--- config.mk ---
export PLATFORM = sky130hd
export DESIGN_NAME = rr_req_arbiter_flat
export DESIGN_NICKNAME = d
export VERILOG_FILES = /design/src/rtl/rr_req_arbiter_if.sv /design/src/rtl/rr_req_arbiter.sv /design/src/flat_wrapper.sv
export SDC_FILE = /design/constraint.sdc
export NUM_CORES = 1
export LEC_CHECK = 0
export ABC_AREA = 1
export CORE_AREA = 10 10 82 66
export DETAILED_ROUTE_END_ITERATION = 12
export DIE_AREA = 0 0 92 76
export PLACE_DENSITY_LB_ADDON = 0.25
export SYNTH_ARGS = -nofsm -noshare
export SYNTH_HDL_FRONTEND = slang
export SYNTH_SLANG_ARGS = --single-unit
--- constraint.sdc ---
create_clock -name ck -period 3 [get_ports ck]
set_input_delay 0.45 -clock ck [delete_from_list [all_inputs] [get_ports ck]]
set_output_delay 0.45 -clock ck [all_outputs]
set_load 0.005 [all_outputs]
--- src/rtl/rr_req_arbiter_if.sv ---
// rr_req_arbiter_if: request/grant bundle between N requesters and the arbiter.
//   req      requester -> arbiter, level request per requester
//   gnt      arbiter -> requesters, one-hot registered grant
//   gnt_vld  arbiter -> requesters, registered, 1 when gnt != 0
//   gnt_id   arbiter -> requesters, registered owner index (0 when idle)
//   any_req  arbiter -> upstream, combinational OR of req
//   tmo      arbiter -> requesters, 1-cycle pulse when owner hit the hold limit
// The N parameter must match the N of the arbiter it is connected to.
interface rr_req_arbiter_if #(
    parameter int unsigned N = 4
) ();
    localparam int unsigned ID_W = $clog2(N);

    logic [N-1:0]    req;
    logic [N-1:0]    gnt;
    logic            gnt_vld;
    logic [ID_W-1:0] gnt_id;
    logic            any_req;
    logic            tmo;

    // Requester side
    modport master (
        output req,
        input  gnt,
        input  gnt_vld,
        input  gnt_id,
        input  any_req,
        input  tmo
    );

    // Arbiter side
    modport slave (
        input  req,
        output gnt,
        output gnt_vld,
        output gnt_id,
        output any_req,
        output tmo
    );
endinterface

--- src/rtl/rr_req_arbiter.sv ---
// rr_req_arbiter: round-robin arbiter sharing one resource between N requesters.
// The owner keeps a one-hot registered grant while its request stays up, for at
// most HOLD_MAX cycles (0 = unlimited). One idle cycle separates two owners.
// Ports:
//   ck    clock, rising edge
//   nrst  asynchronous active-low reset
//   bus   rr_req_arbiter_if.slave (req in; gnt, gnt_vld, gnt_id, tmo registered
//         outs; any_req combinational out)
module rr_req_arbiter #(
    parameter int unsigned N        = 4,
    parameter int unsigned HOLD_MAX = 8
) (
    input  logic             ck,
    input  logic             nrst,
    rr_req_arbiter_if.slave  bus
);
    localparam int unsigned ID_W  = $clog2(N);
    localparam int unsigned CNT_W = (HOLD_MAX == 0) ? 1 : $clog2(HOLD_MAX + 1);

    typedef enum logic [1:0] {
        IDLE = 2'd0,
        BUSY = 2'd1,
        GAP  = 2'd2
    } state_t;

    state_t          state_q, state_d;
    logic [ID_W-1:0] ptr_q, ptr_d;
    logic [CNT_W-1:0] cnt_q, cnt_d;
    logic [N-1:0]    gnt_q, gnt_d;
    logic [ID_W-1:0] gnt_id_q, gnt_id_d;
    logic            gnt_vld_q, gnt_vld_d;
    logic            tmo_q, tmo_d;

    logic            found;
    logic [ID_W-1:0] pick;
    logic [ID_W-1:0] ptr_after_owner;

    // Rotating priority scan starting at ptr
    always_comb begin
        found = 1'b0;
        pick  = '0;
        for (int unsigned i = 0; i < N; i++) begin
            logic [31:0] idx;
            idx = (32'(ptr_q) + i) % N;
            if (!found && bus.req[ID_W'(idx)]) begin
                found = 1'b1;
                pick  = ID_W'(idx);
            end
        end
    end

    // Owner N-1 wraps the pointer back to 0
    assign ptr_after_owner = (gnt_id_q == ID_W'(N - 1)) ? '0 : gnt_id_q + ID_W'(1);

    // Next-state and registered-output logic
    always_comb begin
        state_d   = state_q;
        ptr_d     = ptr_q;
        cnt_d     = cnt_q;
        gnt_d     = gnt_q;
        gnt_id_d  = gnt_id_q;
        gnt_vld_d = gnt_vld_q;
        tmo_d     = 1'b0;

        unique case (state_q)
            // GAP arbitrates on its exit edge so exactly one idle cycle is seen
            IDLE, GAP: begin
                if (found) begin
                    gnt_d     = N'(1) << pick;
                    gnt_id_d  = pick;
                    gnt_vld_d = 1'b1;
                    cnt_d     = CNT_W'(1);
                    state_d   = BUSY;
                end else begin
                    gnt_d     = '0;
                    gnt_id_d  = '0;
                    gnt_vld_d = 1'b0;
                    state_d   = IDLE;
                end
            end
            BUSY: begin
                if (!bus.req[gnt_id_q] ||
                    ((HOLD_MAX != 0) && (cnt_q == CNT_W'(HOLD_MAX)))) begin
                    // Release or preemption: owner becomes lowest priority
                    gnt_d     = '0;
                    gnt_id_d  = '0;
                    gnt_vld_d = 1'b0;
                    ptr_d     = ptr_after_owner;
                    tmo_d     = bus.req[gnt_id_q];
                    state_d   = GAP;
                end else if (cnt_q != {CNT_W{1'b1}}) begin
                    cnt_d = cnt_q + CNT_W'(1);
                end
            end
            default: begin
                state_d = IDLE;
            end
        endcase
    end

    // State and output registers
    always_ff @(posedge ck or negedge nrst) begin
        if (!nrst) begin
            state_q   <= IDLE;
            ptr_q     <= '0;
            cnt_q     <= '0;
            gnt_q     <= '0;
            gnt_id_q  <= '0;
            gnt_vld_q <= 1'b0;
            tmo_q     <= 1'b0;
        end else begin
            state_q   <= state_d;
            ptr_q     <= ptr_d;
            cnt_q     <= cnt_d;
            gnt_q     <= gnt_d;
            gnt_id_q  <= gnt_id_d;
            gnt_vld_q <= gnt_vld_d;
            tmo_q     <= tmo_d;
        end
    end

    assign bus.gnt     = gnt_q;
    assign bus.gnt_id  = gnt_id_q;
    assign bus.gnt_vld = gnt_vld_q;
    assign bus.tmo     = tmo_q;
    assign bus.any_req = |bus.req;

endmodule
--- src/flat_wrapper.sv ---
// flat-port wrapper written by rule: the top's interface ports become plain ports
module rr_req_arbiter_flat 
#(
    parameter int unsigned N        = 4,
    parameter int unsigned HOLD_MAX = 8
)
  (ck, nrst, bus_req, bus_gnt, bus_gnt_vld, bus_gnt_id, bus_any_req, bus_tmo);
  rr_req_arbiter_if #(.N(N)) bus_i ();
  input  logic ck;
  input  logic nrst;
  input wire logic [$bits(bus_i.req)-1:0] bus_req;
  output wire logic [$bits(bus_i.gnt)-1:0] bus_gnt;
  output wire logic [$bits(bus_i.gnt_vld)-1:0] bus_gnt_vld;
  output wire logic [$bits(bus_i.gnt_id)-1:0] bus_gnt_id;
  output wire logic [$bits(bus_i.any_req)-1:0] bus_any_req;
  output wire logic [$bits(bus_i.tmo)-1:0] bus_tmo;
  assign bus_i.req = bus_req;
  assign bus_gnt = bus_i.gnt;
  assign bus_gnt_vld = bus_i.gnt_vld;
  assign bus_gnt_id = bus_i.gnt_id;
  assign bus_any_req = bus_i.any_req;
  assign bus_tmo = bus_i.tmo;
  rr_req_arbiter #(.N(N), .HOLD_MAX(HOLD_MAX)) u_core (.ck(ck), .nrst(nrst), .bus(bus_i));
endmodule
# ---- Yosys cells after proc, flatten, opt, wreduce, memory -nomap -nowiden
# Cells that the tools add are included.
dict set report classes {
  add_sub_neg 5
  order_cmp 5
  eq_ne 9
  n_shift 1
  mux 37
  n_reduce_logical 15
}
# cell n
set op_table {}
lappend op_table {{2-to-1 mux 4 bit} 5}
lappend op_table {{2-to-1 mux 2 bit} 8}
lappend op_table {{case mux 4 bit (2 select lines)} 2}
lappend op_table {{less-than comparator 2 x 3 -> 1 bit (second input constant)} 5}
lappend op_table {{2-to-1 mux 1 bit} 14}
lappend op_table {{binary-select mux 1 bit (select 2 bit)} 5}
lappend op_table {{case mux 2 bit (2 select lines)} 2}
lappend op_table {{inequality test 2 x 1 -> 1 bit (second input constant)} 3}
lappend op_table {{adder 2 x 1 -> 2 bit (second input constant)} 2}
lappend op_table {{adder 2 bit (second input constant)} 2}
lappend op_table {{adder 4 x 1 -> 4 bit (second input constant)} 1}
lappend op_table {{== test 2 bit (second input constant)} 2}
lappend op_table {{== test 4 bit (second input constant)} 1}
lappend op_table {{logical NOT 1 bit} 4}
lappend op_table {{inequality test 4 bit (second input constant)} 1}
lappend op_table {{AND reduction 2 bit} 2}
lappend op_table {{AND reduction 4 bit} 1}
lappend op_table {{OR reduction 4 bit} 1}
lappend op_table {{<< shifter 1 x 2 -> 4 bit (first input constant)} 1}
lappend op_table {{logical AND 1 bit} 3}
lappend op_table {{== test 2 x 1 -> 1 bit (second input constant)} 1}
lappend op_table {{logical NOT 2 bit} 1}
lappend op_table {{inequality test 2 bit (second input constant)} 1}
lappend op_table {{case mux 1 bit (2 select lines)} 1}
lappend op_table {{other kinds (3)} 3}
dict set report word_totals {
  register_bits 16
  in_bits 6
  elab_cells 79
}

# ---- Longest topological paths before layout
# Gate-level depths: netlist (run 1).
dict set report logic_depth {
  depth_word 15
  ltp_mapped 11
  depth_no_buf 11
}

# ---- Worst setup path after synthesis (run 1)
# Ideal clock, no wire load.
dict set report synth_path {
  path_kind {register -> register}
  from {reg u_core.cnt_q[0]}
  to {reg u_core.cnt_q[0]}
  setup_ns 0.128
  arrival_time_ns 1.252
  path_slack_ns 1.620
  stages_incl_launch_ff 12
  path_buffers 0
  path_cell_list {dfrtp_1 inv_1 ha_1 nand2_1 nor2_1 inv_1 nand3_1 nand2_1 inv_2 nor2_4 o21ai_1 o21ai_0}
}
dict set report synth_via {
  elab_chain_len 4
  elab_cells_between_ends 10
  classes_between {1 x add/sub; 4 x eq/ne; 3 x mux; 2 x reduce/logical}
}
# element line_no
set synth_lines {}
lappend synth_lines {{from (decl)} rr_req_arbiter.sv:28} ;# logic [CNT_W-1:0] cnt_q, cnt_d;
lappend synth_lines {{from (signal assigned)} rr_req_arbiter.sv:114} ;# cnt_q <= cnt_d;
lappend synth_lines {{adder 4 x 1 -> 4 bit / == test 4 bit (equally long branches)} {rr_req_arbiter.sv:92, rr_req_arbiter.sv:83}}
lappend synth_lines {{2-to-1 mux 4 bit / logical OR 1 bit (equally long branches)} {rr_req_arbiter.sv:91, rr_req_arbiter.sv:82}}
lappend synth_lines {{2-to-1 mux 4 bit / inequality test 2 bit (equally long branches)} --}
lappend synth_lines {{case mux 4 bit (2 select lines) / AND reduction 4 bit (equally long branches)} --}
# Several ways; a longest one is shown, not always the timed one. The select of a mux whose other input is x is not followed.
# A chain may end at the register's enable or synchronous reset.

# ---- Worst setup path after layout (run 1)
dict set report layout_path {
  from {in bus_req[3]}
  to {out bus_any_req}
}
dict set report layout_via {
  elab_chain_len 1
}
# element line_no
set layout_lines {}
lappend layout_lines {{from (decl)} flat_wrapper.sv:11} ;# input wire logic [$bits(bus_i.req)-1:0] bus_req;
lappend layout_lines {{OR reduction 4 bit} rr_req_arbiter.sv:126} ;# assign bus.any_req = |bus.req;
lappend layout_lines {{to (decl)} flat_wrapper.sv:15} ;# output wire logic [$bits(bus_i.any_req)-1:0] bus_any_req;
# No other way between the ends.

==> results of run 1 <==
sequential cells by signal (all words and copies together) (netlist names):
signal	flops
u_core.bus.gnt_id	2
u_core.ptr_q	2
u_core.bus.gnt	4
u_core.state_q	2
u_core.bus.gnt_vld	1
u_core.cnt_q	4
u_core.bus.tmo	1
routing by layer:
metal	vias up	wire length, um
met3	0	168
met2	15	936
li1	501	-
met1	428	1250
met5	-	0
met4	0	0
area by class of cell:
cell class | count | area (um2)
fillers | 420 | 2594
multi-input cells | 110 | 573.1
flip-flops and latches | 16 | 400.4
repair buffers | 14 | 140.1
inverters | 23 | 86.33
well taps | 55 | 68.82
clock buffers | 3 | 41.29
worst register-to-register path, cell delays in order (launching register included):
cell and delay [ns]:
dfrtp_1 0.64, inv_2 0.18, nand2_1 0.09, nand2_1 0.07, nand2_1 0.11, nand2_2 0.07, nor2_4 0.10, nand3_2 0.07
nand2_2 0.09, nand2_2 0.07, nand3_1 0.09, nand2_1 0.05
cells by family after synthesis:
| group | count (synthesis) | synth area share (%) |
|---|---|---|
| AO/OA/AOI/OAI | 18 | 9.813 |
| XOR/XNOR | 1 | 0.8179 |
| adder cells (fa/ha/maj) | 3 | 3.505 |
| buffers and inverters | 24 | 9.112 |
| flip-flops | 16 | 37.38 |
| AND/OR/NAND/NOR | 88 | 39.37 |
worst paths after layout:
path,start,to,slack [ns]
worst max-delay path,bus_req[3],bus_any_req,0.84
worst min-delay path,u_core.bus.gnt[0],u_core.bus.gnt[0],0.48
worst max register to register,u_core.ptr_q[0],u_core.bus.gnt[0],1.27
worst min register to register,u_core.bus.gnt[0],u_core.bus.gnt[0],0.48
max in group asynchronous,nrst,u_core.ptr_q[1],1.90
min in group asynchronous,nrst,u_core.bus.gnt[1],0.64
power by group:
group          internal, uW  switching, uW  total, uW
clock network          88.9           68.6        157
logic                   294            476        770
registers               296           90.6        387
total                   680            635       1310
through the flow:
stage	worst slack, ns	power (uW)	utilization [%]	instance area [um2]	cells
3_5_place_dp	0.8355	1167	32.50	1269	218
5_1_grt	0.7876	1468	33.56	1310	221
4_1_cts	0.8355	1334	33.56	1310	221
2_1_floorplan	1.620	962.8	-	1071	150
6_report	0.8439	1315	33.56	1310	221
3_3_place_gp	0.8675	1163	32.50	1269	218
synthesized netlist by cell type, types with 2 or more instances:
cell,count
nand2_1,52
nand3_2,5
nor2_1,7
inv_2,3
o21ai_0,8
ha_1,3
nand2_2,9
o21ai_1,4
a21oi_1,3
nand3_1,8
nor2_4,2
inv_1,20
dfrtp_1,16
nand4_1,3
o21bai_2,2
==> results.sh, run 1 <==
export IMPL_r2r_cells=11
export IMPL_mostFrequentLayoutCells="nand2_1 (52), inv_1 (20), dfrtp_1 (16)"
export IMPL_synthCells=150
export IMPL_cp_start_kind="primary input"
export IMPL_final_max_slew_violation_count=0
export IMPL_cts_sinks=16
export IMPL_path_clk_slew_ns=0.06
export IMPL_yosys_warnings=0
export IMPL_crit_type="in2out"
export IMPL_async_flop_share_pct=100.0
export IMPL_fmax_mhz=463.8
export IMPL_worst_ep_arrival_time_ns=1.71
export IMPL_yosys_register_bits=16
export IMPL_cp_required_ns=2.55
export IMPL_syn_to_final_growth_pct=22.31
export IMPL_cts_buffer_depth=2
export IMPL_clkLatencyLatePin_ns=0.24
export IMPL_worst_pin_slew_ns=0.7270
export IMPL_vias=944
export IMPL_hold_path_class="reg2reg"
export IMPL_grt_pass1_wl_um=4133
export IMPL_cts_root_buf="clkbuf_8"
export IMPL_die_w_um=92
export IMPL_avgViaCountPerCell=4.271
export IMPL_ir_worst_vdd_uv=437.7
export IMPL_synth_largest_area_cell="dfrtp_1"
export IMPL_layout_drive_gt1_share_pct=15.66
export IMPL_synth_area_leaders="dfrtp_1 (37%), nand2_1 (18%), inv_1 (7.0%), nand2_2 (5.3%), nand3_2 (4.7%)"
export IMPL_tritoncts="built"
export IMPL_synth_area_um2=1071
export IMPL_critical_path_depth=4
export IMPL_antenna_found_initial=0
export IMPL_hold_viol_final=0
export IMPL_dieArea_um2=6992
export IMPL_min_delay_path_depth=2
export IMPL_ctsHoldBuffers=0
export IMPL_crit_top_cell="clkdlybuf4s50_1"
export IMPL_dp_hpwl_um=1929
export IMPL_synth_edf_count=0
export IMPL_period_needed_ns=2.156
export IMPL_drt_iter0_markers=70
export IMPL_portBuffers=14
export IMPL_antenna_left=0
export IMPL_core_area_um2=3904
export IMPL_synth_top_area_share_pct=37.38
export IMPL_drc_errors=0
export IMPL_critPathMaxFanout=4
export IMPL_synth_net_count=159
export IMPL_worstSetupEndpointType="output port"
export IMPL_top_usage_layer="met2"
export IMPL_rsz0062_at_grt="false"
export IMPL_gp_congestion=0.8259
export IMPL_yosysSeqAreaShare_pct=37.38
export IMPL_fin_skew_ns=0.002160
export IMPL_crit_path_top_delay_cell="clkdlybuf4s50_1"
export IMPL_grt_overflow=0
export IMPL_wl_per_cell_um=10.65
export IMPL_setup_viol=0
export IMPL_wirelength_um=2354
export IMPL_fin_crit_sh_pct=71.87
export IMPL_die_height_um=76
export IMPL_use_met2_pct=10.07
export IMPL_synth_cell_types=20
export IMPL_firstDrtPassIters=4
export IMPL_outcome="finished clean"
export IMPL_avgSynthCellArea_um2=7.140
export IMPL_cts_htree_levels=1
export IMPL_num_antenna_cells=0
export IMPL_cts_resized=0
export IMPL_p_leak_uw=0.0006778
export IMPL_p_per_area_nw_per_um2=1004
export IMPL_nets=177
export IMPL_grt_start_max_net_pins=17
export IMPL_path_delay_family="buffers and inverters"
export IMPL_met3_usage_pct=3.445
export IMPL_worstPathCellList="clkdlybuf4s50_1 > inv_1 > nand4_1 > clkdlybuf4s50_1"
export IMPL_whs_ns=0.4824
export IMPL_maxSlewHeadroom_pct=51.38
export IMPL_cts_buffers=3
export IMPL_fin_setup_tns_ns=0
export IMPL_cap_violations=0
export IMPL_grtUsageTotal_pct=7.080
export IMPL_postCtsSetupBuffers=0
export IMPL_initial_utilization_pct=27.44
export IMPL_layout_commonest_cell="nand2_1"
export IMPL_ys_flop_type="dfrtp_1"
export IMPL_critPathMaxStageDelay_ns=0.52
export IMPL_gr_usage_met1_pct=9.389
export IMPL_critical_path_buf_inv_count=3
export IMPL_pin_count=15
export IMPL_rows=20
export IMPL_grt_pass1_vias=932
Power figures use the tool's default switching activity.
==> run 2: changes to the inputs <==
==> constraint.sdc (replaced) <==
create_clock -name ck -period 2.2 [get_ports ck]
set_input_delay 0.33 -clock ck [delete_from_list [all_inputs] [get_ports ck]]
set_output_delay 0.33 -clock ck [all_outputs]
set_load 0.005 [all_outputs]
==> results.sh, run 2 (synthesis gave the netlist of run 1 again) <==
export IMPL_path_clk_slew_ns=0.07
export IMPL_rsz0062_at_grt="false"
export IMPL_postCtsSetupBuffers=0
export IMPL_gp_congestion=0.8298
export IMPL_drc_errors=0
export IMPL_pin_count=15
export IMPL_critical_path_depth=4
export IMPL_fin_skew_ns=0.004113
export IMPL_cts_buffer_depth=2
export IMPL_cp_start_kind="primary input"
export IMPL_worstSetupEndpointType="output port"
export IMPL_worst_pin_slew_ns=0.4909
export IMPL_worstReg2RegEnd="u_core.bus.gnt[0]"
export IMPL_dieArea_um2=6992
export IMPL_die_w_um=92
export IMPL_grt_pass1_wl_um=4305
export IMPL_setup_ws_ns=0.2894
export IMPL_dp_slack_ns=0.2867
export IMPL_fmax_mhz=523.4
export IMPL_ctsHoldBuffers=0
export IMPL_drt_iter0_markers=142
export IMPL_crit_top_cell="clkdlybuf4s50_1"
export IMPL_maxSlewHeadroom_pct=67.27
export IMPL_cts_htree_levels=1
export IMPL_grt_overflow=0
export IMPL_portBuffers=14
export IMPL_layout_commonest_cell="nand2_1"
export IMPL_nets=178
export IMPL_p_per_area_nw_per_um2=1392
export IMPL_antenna_left=0
export IMPL_worstPathCellList="clkdlybuf4s50_1 > inv_1 > nand4_1 > clkdlybuf4s50_1"
export IMPL_critPathMaxStageDelay_ns=0.53
export IMPL_critical_path_buf_inv_count=3
export IMPL_hold_path_class="in2async"
export IMPL_die_height_um=76
export IMPL_num_antenna_cells=0
export IMPL_wirelength_um=2469
export IMPL_whs_ns=0.3979
export IMPL_hold_viol_final=0
export IMPL_vias=992
export IMPL_setup_viol=0
export IMPL_grt_pass1_vias=922
export IMPL_core_area_um2=3904
export IMPL_fin_setup_tns_ns=0
export IMPL_nFillCells=428
export IMPL_wl_per_cell_um=11.07
export IMPL_grt_start_max_net_pins=17
export IMPL_mostFrequentLayoutCells="nand2_1 (52), inv_1 (20), dfrtp_1 (16)"
export IMPL_outcome="finished clean"
export IMPL_syn_to_final_growth_pct=24.30
export IMPL_initial_utilization_pct=27.44
export IMPL_critPathMaxFanout=4
export IMPL_antenna_found_initial=0
export IMPL_worst_ep_arrival_time_ns=1.58
export IMPL_cap_violations=0
export IMPL_cts_resized=0
export IMPL_firstDrtPassIters=4
export IMPL_cts_root_buf="clkbuf_8"
export IMPL_avgViaCountPerCell=4.448
export IMPL_p_leak_uw=0.0006898
export IMPL_reg2reg_slack_ns=0.45
export IMPL_ir_worst_vdd_uv=560.9
export IMPL_tritoncts="built"
export IMPL_path_delay_family="buffers and inverters"
export IMPL_clkLatencyLatePin_ns=0.25
export IMPL_period_needed_ns=1.911
export IMPL_cp_required_ns=1.87
export IMPL_r2r_start="u_core.ptr_q[0]"
export IMPL_final_max_slew_violation_count=0
export IMPL_rows=20
export IMPL_cts_sinks=16
export IMPL_fin_crit_sh_pct=86.85
export IMPL_crit_type="in2out"
export IMPL_crit_path_top_delay_cell="clkdlybuf4s50_1"
export IMPL_grtUsageTotal_pct=7.302
export IMPL_dp_hpwl_um=1991
export IMPL_cts_buffers=3
export IMPL_layout_drive_gt1_share_pct=16.67
export IMPL_r2r_cells=11
[run 2: worst register-to-register path: cells and delay by family (launching register included)]
family | cells | cell delay (ns)
and+or+nand+nor | 10 | 0.82
DFF | 1 | 0.65
buffers and inverters | 1 | 0.18
[run 2: final cells by class]
class	instances	area (um2)	area share, %
Inverter	23	86.33	6.485
Timing Repair Buffer	15	147.6	11.09
Tap cell	55	68.82	5.169
Clock buffer	4	55.05	4.135
Sequential cell	16	400.4	30.08
Multi-Input combinational cell	110	573.1	43.05
[run 2: worst max-delay path by stage]
stage	start	endpoint	slack (ns)
final	bus_req[3]	bus_any_req	0.29
after global routing	bus_req[3]	bus_any_req	0.21
after CTS	bus_req[3]	bus_any_req	0.28
after detailed placement	bus_req[3]	bus_any_req	0.29
after global placement	bus_req[3]	bus_any_req	0.31
after floorplan	u_core.cnt_q[0]	u_core.cnt_q[0]	0.82
[run 2: where the power goes]
group / internal (uW) / total, uW / switching, uW
Combinational: 402 / 1060 / 663
Clock: 159 / 259 / 101
Sequential: 404 / 530 / 126
[run 2: per-stage QoR]
stage | cells | instance area, um2 | util, % | power [uW]
after global routing | 223 | 1331 | 34.10 | 2065
after CTS | 223 | 1331 | 34.10 | 1868
final | 223 | 1331 | 34.10 | 1854
after floorplan | 150 | 1071 | - | 1313
after global placement | 219 | 1276 | 32.69 | 1585
after detailed placement | 219 | 1276 | 32.69 | 1600
[run 2: metal layers]
layer | vias up | GRT usage [%] | share of wire (%)
met5 | - | 0 | 0
met4 | 0 | 0.9231 | 0
met3 | 0 | 3.445 | 8.0
met2 | 26 | 9.789 | 40
met1 | 459 | 10.41 | 52
li1 | 507 | - | -
